<file path="src/rtl/mem_bus_arbiter_pkg.sv">
// Shared definitions for the SRP16 memory-port arbiter: owner encodings and default widths.
package mem_bus_arbiter_pkg;

  localparam int unsigned DefAddrW = 16;
  localparam int unsigned DefDataW = 16;

  typedef enum logic [1:0] {
    OwnNone = 2'd0,
    OwnM0   = 2'd1,
    OwnM1   = 2'd2
  } owner_e;

endpackage

</file>
<file path="src/rtl/bus_arb_pick.sv">
// Combinational next-owner selection for the two-requester memory bus arbiter.
module bus_arb_pick
  import mem_bus_arbiter_pkg::*;
(
  input  logic       m0_req_i,
  input  logic       m1_req_i,
  input  logic       m0_lock_i,
  input  logic       m1_lock_i,
  input  logic [1:0] owner_i,
  input  logic [1:0] last_i,
  input  logic       xfer_i,
  input  logic       hold_max_i,
  output logic [1:0] owner_o
);

  logic       own_req;
  logic       oth_req;
  logic       own_lock;
  logic [1:0] oth;

  // Map the current owner's view onto "own" / "other" signals.
  always_comb begin
    own_req  = 1'b0;
    oth_req  = 1'b0;
    own_lock = 1'b0;
    oth      = OwnNone;
    case (owner_i)
      OwnM0: begin
        own_req  = m0_req_i;
        oth_req  = m1_req_i;
        own_lock = m0_lock_i;
        oth      = OwnM1;
      end
      OwnM1: begin
        own_req  = m1_req_i;
        oth_req  = m0_req_i;
        own_lock = m1_lock_i;
        oth      = OwnM0;
      end
      default: ;
    endcase
  end

  always_comb begin
    owner_o = OwnNone;
    if (owner_i == OwnM0 || owner_i == OwnM1) begin
      if (xfer_i) begin
        if ((own_lock || !oth_req) && !(oth_req && hold_max_i)) begin
          owner_o = owner_i;
        end else if (oth_req) begin
          owner_o = oth;
        end
      end else if (own_req && !(oth_req && hold_max_i)) begin
        owner_o = owner_i;
      end else if (oth_req) begin
        owner_o = oth;
      end
    end else if (m0_req_i && m1_req_i) begin
      // Tie from idle goes to whoever did not have the bus last.
      owner_o = (last_i == OwnM0) ? OwnM1 : OwnM0;
    end else if (m0_req_i) begin
      owner_o = OwnM0;
    end else if (m1_req_i) begin
      owner_o = OwnM1;
    end
  end

endmodule

</file>
<file path="src/rtl/mem_bus_arbiter.sv">
// Arbiter sharing the SRP16 memory port between the CPU (M0) and a second bus master (M1).
module mem_bus_arbiter
  import mem_bus_arbiter_pkg::*;
#(
  parameter int unsigned ADDR_W   = DefAddrW,
  parameter int unsigned DATA_W   = DefDataW,
  parameter int unsigned MAX_HOLD = 8
) (
  input  logic              clk,
  input  logic              reset,
  input  logic              m0_req,
  input  logic              m0_we,
  input  logic              m0_lock,
  input  logic [ADDR_W-1:0] m0_addr,
  input  logic [DATA_W-1:0] m0_wdata,
  output logic              m0_gnt,
  output logic              m0_rvalid,
  output logic [DATA_W-1:0] m0_rdata,
  input  logic              m1_req,
  input  logic              m1_we,
  input  logic              m1_lock,
  input  logic [ADDR_W-1:0] m1_addr,
  input  logic [DATA_W-1:0] m1_wdata,
  output logic              m1_gnt,
  output logic              m1_rvalid,
  output logic [DATA_W-1:0] m1_rdata,
  output logic              mem_read,
  output logic              mem_write,
  output logic [ADDR_W-1:0] mem_addr,
  output logic [DATA_W-1:0] mem_wdata,
  input  logic [DATA_W-1:0] mem_rdata,
  output logic              cpu_stall
);

  localparam int unsigned HoldW = $clog2(MAX_HOLD + 1);

  owner_e           owner_q, owner_d;
  owner_e           last_q, last_d;
  logic [HoldW-1:0] hold_q, hold_d;
  logic [1:0]       rd_pend_q, rd_pend_d;
  logic [1:0]       owner_next;
  logic             xfer0, xfer1, xfer, hold_max;

  // Outputs are forced quiet while reset is held so nothing leaks from stale state.
  assign m0_gnt    = (owner_q == OwnM0) & ~reset;
  assign m1_gnt    = (owner_q == OwnM1) & ~reset;
  assign xfer0     = m0_gnt & m0_req;
  assign xfer1     = m1_gnt & m1_req;
  assign xfer      = xfer0 | xfer1;
  assign hold_max  = (hold_q >= HoldW'(MAX_HOLD - 1));
  assign cpu_stall = m0_req & ~m0_gnt;

  bus_arb_pick u_pick (
    .m0_req_i  (m0_req),
    .m1_req_i  (m1_req),
    .m0_lock_i (m0_lock),
    .m1_lock_i (m1_lock),
    .owner_i   (owner_q),
    .last_i    (last_q),
    .xfer_i    (xfer),
    .hold_max_i(hold_max),
    .owner_o   (owner_next)
  );

  always_comb begin
    mem_read  = 1'b0;
    mem_write = 1'b0;
    mem_addr  = '0;
    mem_wdata = '0;
    if (xfer0) begin
      mem_read  = ~m0_we;
      mem_write = m0_we;
      mem_addr  = m0_addr;
      mem_wdata = m0_wdata;
    end else if (xfer1) begin
      mem_read  = ~m1_we;
      mem_write = m1_we;
      mem_addr  = m1_addr;
      mem_wdata = m1_wdata;
    end
  end

  always_comb begin
    owner_d = owner_e'(owner_next);
    last_d  = last_q;
    if (owner_d != owner_q && owner_d != OwnNone) begin
      last_d = owner_d;
    end
    // Saturate so a long solo run cannot wrap past the hold limit.
    if (owner_d != owner_q) begin
      hold_d = '0;
    end else if (xfer && hold_q < HoldW'(MAX_HOLD)) begin
      hold_d = hold_q + 1'b1;
    end else begin
      hold_d = hold_q;
    end
    rd_pend_d = {xfer1 & ~m1_we, xfer0 & ~m0_we};
  end

  always_ff @(posedge clk) begin
    if (reset) begin
      owner_q   <= OwnNone;
      last_q    <= OwnM1;
      hold_q    <= '0;
      rd_pend_q <= '0;
    end else begin
      owner_q   <= owner_d;
      last_q    <= last_d;
      hold_q    <= hold_d;
      rd_pend_q <= rd_pend_d;
    end
  end

  assign m0_rvalid = rd_pend_q[0] & ~reset;
  assign m1_rvalid = rd_pend_q[1] & ~reset;
  assign m0_rdata  = m0_rvalid ? mem_rdata : '0;
  assign m1_rdata  = m1_rvalid ? mem_rdata : '0;

endmodule

</file>
<file path="config.mk">
export PLATFORM = sky130hd
export DESIGN_NAME = mem_bus_arbiter
export DESIGN_NICKNAME = d
export VERILOG_FILES = /design/src/rtl/mem_bus_arbiter_pkg.sv /design/src/rtl/bus_arb_pick.sv /design/src/rtl/mem_bus_arbiter.sv
export SDC_FILE = /design/constraint.sdc
export NUM_CORES = 1
export LEC_CHECK = 0
export ABC_AREA = 1
export CORE_AREA = 8 8 60 62
export CTS_BUF_LIST = sky130_fd_sc_hd__clkbuf_8
export DETAILED_ROUTE_END_ITERATION = 10
export DIE_AREA = 0 0 68 70
export DONT_BUFFER_PORTS = 1
export PLACE_DENSITY = 0.7
export SLEW_MARGIN = 20
export SYNTH_ARGS = -nofsm -noshare
export SYNTH_HDL_FRONTEND = slang
export SYNTH_HIERARCHICAL = 1
export SYNTH_SLANG_ARGS = --single-unit
</file>
<file path="constraint.sdc">
create_clock -name clk -period 2.5 [get_ports clk]
set_clock_uncertainty 0.15 [all_clocks]
set_input_delay 0.375 -clock clk [delete_from_list [all_inputs] [get_ports clk]]
set_output_delay 0.375 -clock clk [all_outputs]
set_load 0.01 [all_outputs]
</file>
==> impl_results.md <==
- Status: completed
- Met1 GRT Util: 18.4%
- Final RePlAce weighted congestion: 0.834
- First-pass GRT wire length: 6970 um
- Quantity of I/O buffers inserted on ports: 0
- Worst Hold Endpoint: rd_pend_q[1]$_SDFF_PP0_
- Via count: 1,656
- Antenna cells: 0
- Yosys warns: 6
- Crit-path max FO: 6
- Total GRT Usage: 17.7%
- Sequential area share after synthesis: 13.8%
- Worst rel slew slack: 69.3%
- Vias in the first global route: 1,448
- Final WS setup: 227 ps
- R2R Setup Slk: 230 ps
- H-tree Lvls: 1
- M3 GR Usage: 5.26%
- Die Ht: 70 um
- CP Class: reg2reg
- CP max-delay cell: dfxtp_1
- Maxcap violations: 0
- Number of hold buffers added after CTS: 0
- Final hold violation count: 0
- Clock Latency Late Sink: 240 ps
- Syn Nets: 364
- Avg WL per Cell: 16.4 um
- Top Ports: 159
- Share of layout cells above drive strength 1: 9.02%
- Post-route cell area: 0.00145 mm2
- Row count: 19
- Period minus WS final: 2270 ps
- Post-synth top area share: 24.8%
- Initial antenna violation count: 0
- Largest net degree at the start of global routing: 39
- Starting density of the core: 54.5%
- Final-report max-slew violation count: 0
- Initial DRC Count: 73
- Gr ovfl total: 0
- R2r endpoint: last_q[0]$_SDFFE_PP0P_
- Area of the die: 0.00476 mm2
- DR pass1 iterations: 5
- Clock net sink count: 10
- CTS tree: yes
- Synth Instances: 272
- Fmax achieved: 0.440 GHz
- Post-CTS Resized: 0
- Yosys reg bits: 10
- Area contributors post-synth: nand2_1, nand3_1, dfxtp_1
- Drt total wl: 4870 um
- Mean post-synth cell area: 5.33 um2
- Async set or reset register ratio after synthesis: 0%
- Core box area: 0.00266 mm2
- Crit path required time: 2530 ps
- Synth unique cells: 24
- Slew @ Worst Pin: 460 ps
- DRC: 0
- Synth Cell Area: 0.00145 mm2
- Critical Path AT: 2310 ps
- Pwr/cell area: 335 mW/mm2
- Hold Crit Start: m1_we
- Placed Area: 0.00141 mm2
- GRT Max-Usage Layer: met2
- Worst R2R Path Depth: 13
- Num CTS Buffers: 3
- Number of synthesized flops with an enable pin: 0
- Synth area leader: nand2_1
- Setup TNS: 0 ps
- Worst Setup SP: owner_q[0]$_SDFF_PP0_
- CP Launch Type: flop
- Nets: 360
- Pre-CTS setup slack: 251 ps
- Worst vdd ir: 358 uV
- Worst hold stages: 1
- Leakage Power: 0.800 nW
- HP Class: in2reg
- Period utilisation layout: 90.9%
- Top cell by count, worst path: nand2_1
- Vias/cell: 5.58
- Synth-to-layout area growth: -0.259%
- Clk pin slew, worst setup/hold paths: 40 ps
- RSZ-0062 raised after global routing: false
- Die X: 68 um
- Post-CTS setup buffers: 0
- Critical Path Sink Type: flop
- Synth Flop Type: dfxtp_1
- DP HPWL: 4150 um
- Root Driver: clkbuf_8
- FILL cells: 283
- Crit path largest cell delay: 420 ps
- CP Buf/Inv Count: 1
- Critical path cell sequence: inv_1 -> ha_1 -> a21oi_2 -> nand2_2 -> nand2_1 -> nand3_1 -> nand3_1 -> nand2_1 -> xnor2_1 -> nand2_1 -> o21ai_1 -> nand3_1 -> nand2_1
- CTS Buffer Depth: 2
- Met2 usage: 31.8%
- Launch point of the worst reg-to-reg path: owner_q[0]$_SDFF_PP0_
- Setup-failing EPs final: 0
- CP top delay family: simple AND/OR/NAND/NOR gates
- Post-route ant nets: 0
-- how the worst max path moves through the flow --
| stage | endpoint | slack, ps | cells after the start |
|---|---|---|---|
| global placement | last_q[0]$_SDFFE_PP0P_ | 310 | 15 |
| finish | last_q[0]$_SDFFE_PP0P_ | 230 | 13 |
| floorplan | last_q[1]$_SDFFE_PP1P_ | 370 | 14 |
| global route | hold_q[2]$_SDFFE_PP0P_ | 10 | 13 |
| CTS | last_q[0]$_SDFFE_PP0P_ | 230 | 13 |
| detailed placement | last_q[0]$_SDFFE_PP0P_ | 250 | 13 |
-- layout make-up --
cell class                      count  area (um2)  share of cell area (%)
Tap cell                           31        38.8                    2.68
Multi-Input combinational cell    214        1010                    69.5
Timing Repair Buffer                3        22.5                    1.56
Clock buffer                        3        41.3                    2.85
Inverter                           36         138                    9.52
Sequential cell                    10         200                    13.8
-- cell usage after synthesis, types with 2 or more instances --
| cell type | instances |
|---|---|
| a21oi_1 | 6 |
| nor2_1 | 39 |
| inv_1 | 32 |
| buf_6 | 7 |
| xnor2_1 | 2 |
| nand2_1 | 96 |
| ha_1 | 4 |
| nand2_2 | 7 |
| nand3_1 | 49 |
| inv_2 | 3 |
| dfxtp_1 | 10 |
| buf_2 | 4 |
| nor2_4 | 2 |
-- sequential cells by signal, indices dropped and copies added, names as in the netlist --
signal	count
hold_q	4
last_q	2
owner_q	2
rd_pend_q	2
-- placed cells by master (no fill, tap or decap) --
| cell | Yosys | layout |
|---|---|---|
| nand2_2 | 7 | 7 |
| buf_4 | 1 | 3 |
| inv_2 | 3 | 3 |
| a21oi_2 | 1 | 1 |
| inv_1 | 32 | 32 |
| a21oi_1 | 6 | 6 |
| o22ai_1 | 1 | 1 |
| dfxtp_1 | 10 | 10 |
| clkbuf_8 | 0 | 3 |
| xnor2_1 | 2 | 2 |
| nand4_4 | 1 | 1 |
| nor2_2 | 1 | 1 |
| nand3_1 | 49 | 49 |
| inv_4 | 1 | 1 |
| nand2_1 | 96 | 96 |
| nand2_4 | 1 | 1 |
| ha_1 | 4 | 4 |
| o21ai_1 | 1 | 1 |
| xor2_1 | 1 | 1 |
| nor2_1 | 39 | 39 |
| o21ai_0 | 1 | 1 |
| nand3_4 | 1 | 1 |
| nor2_4 | 2 | 2 |
-- logic make-up (layout without fill, tap and decap cells) --
| kind of cell | Yosys count | count (layout) | share of synthesized area [%] |
|---|---|---|---|
| AND/OR/NAND/NOR | 197 | 197 | 60.3 |
| AO/OA/AOI/OAI | 10 | 10 | 3.80 |
| buffers and inverters | 48 | 42 | 16.8 |
| flip-flops | 10 | 10 | 13.8 |
| XOR/XNOR | 3 | 3 | 1.81 |
| adder cells (fa/ha/maj) | 4 | 4 | 3.45 |
-- stage by stage --
step	power [mW]	std cells	util [%]	hold slack [ps]
CTS	0.489	297	54.3	54.7
finish	0.484	297	54.3	56.7
global route	0.521	297	54.3	44.1
global placement	0.320	294	52.8	299
detailed placement	0.322	294	52.8	303
floorplan	0.313	272	-	286
-- per-layer routing --
metal | part of all wire (%) | vias up
met5 | 0 | -
met4 | 1.8 | 0
met3 | 12 | 12
met2 | 52 | 105
met1 | 34 | 710
li1 | - | 829
-- power breakdown --
group	internal, mW	switching (mW)
Sequential	0.170	0.00761
Combinational	0.0427	0.0983
Clock	0.105	0.0609
No activity file was read; power rests on OpenSTA's default activity.
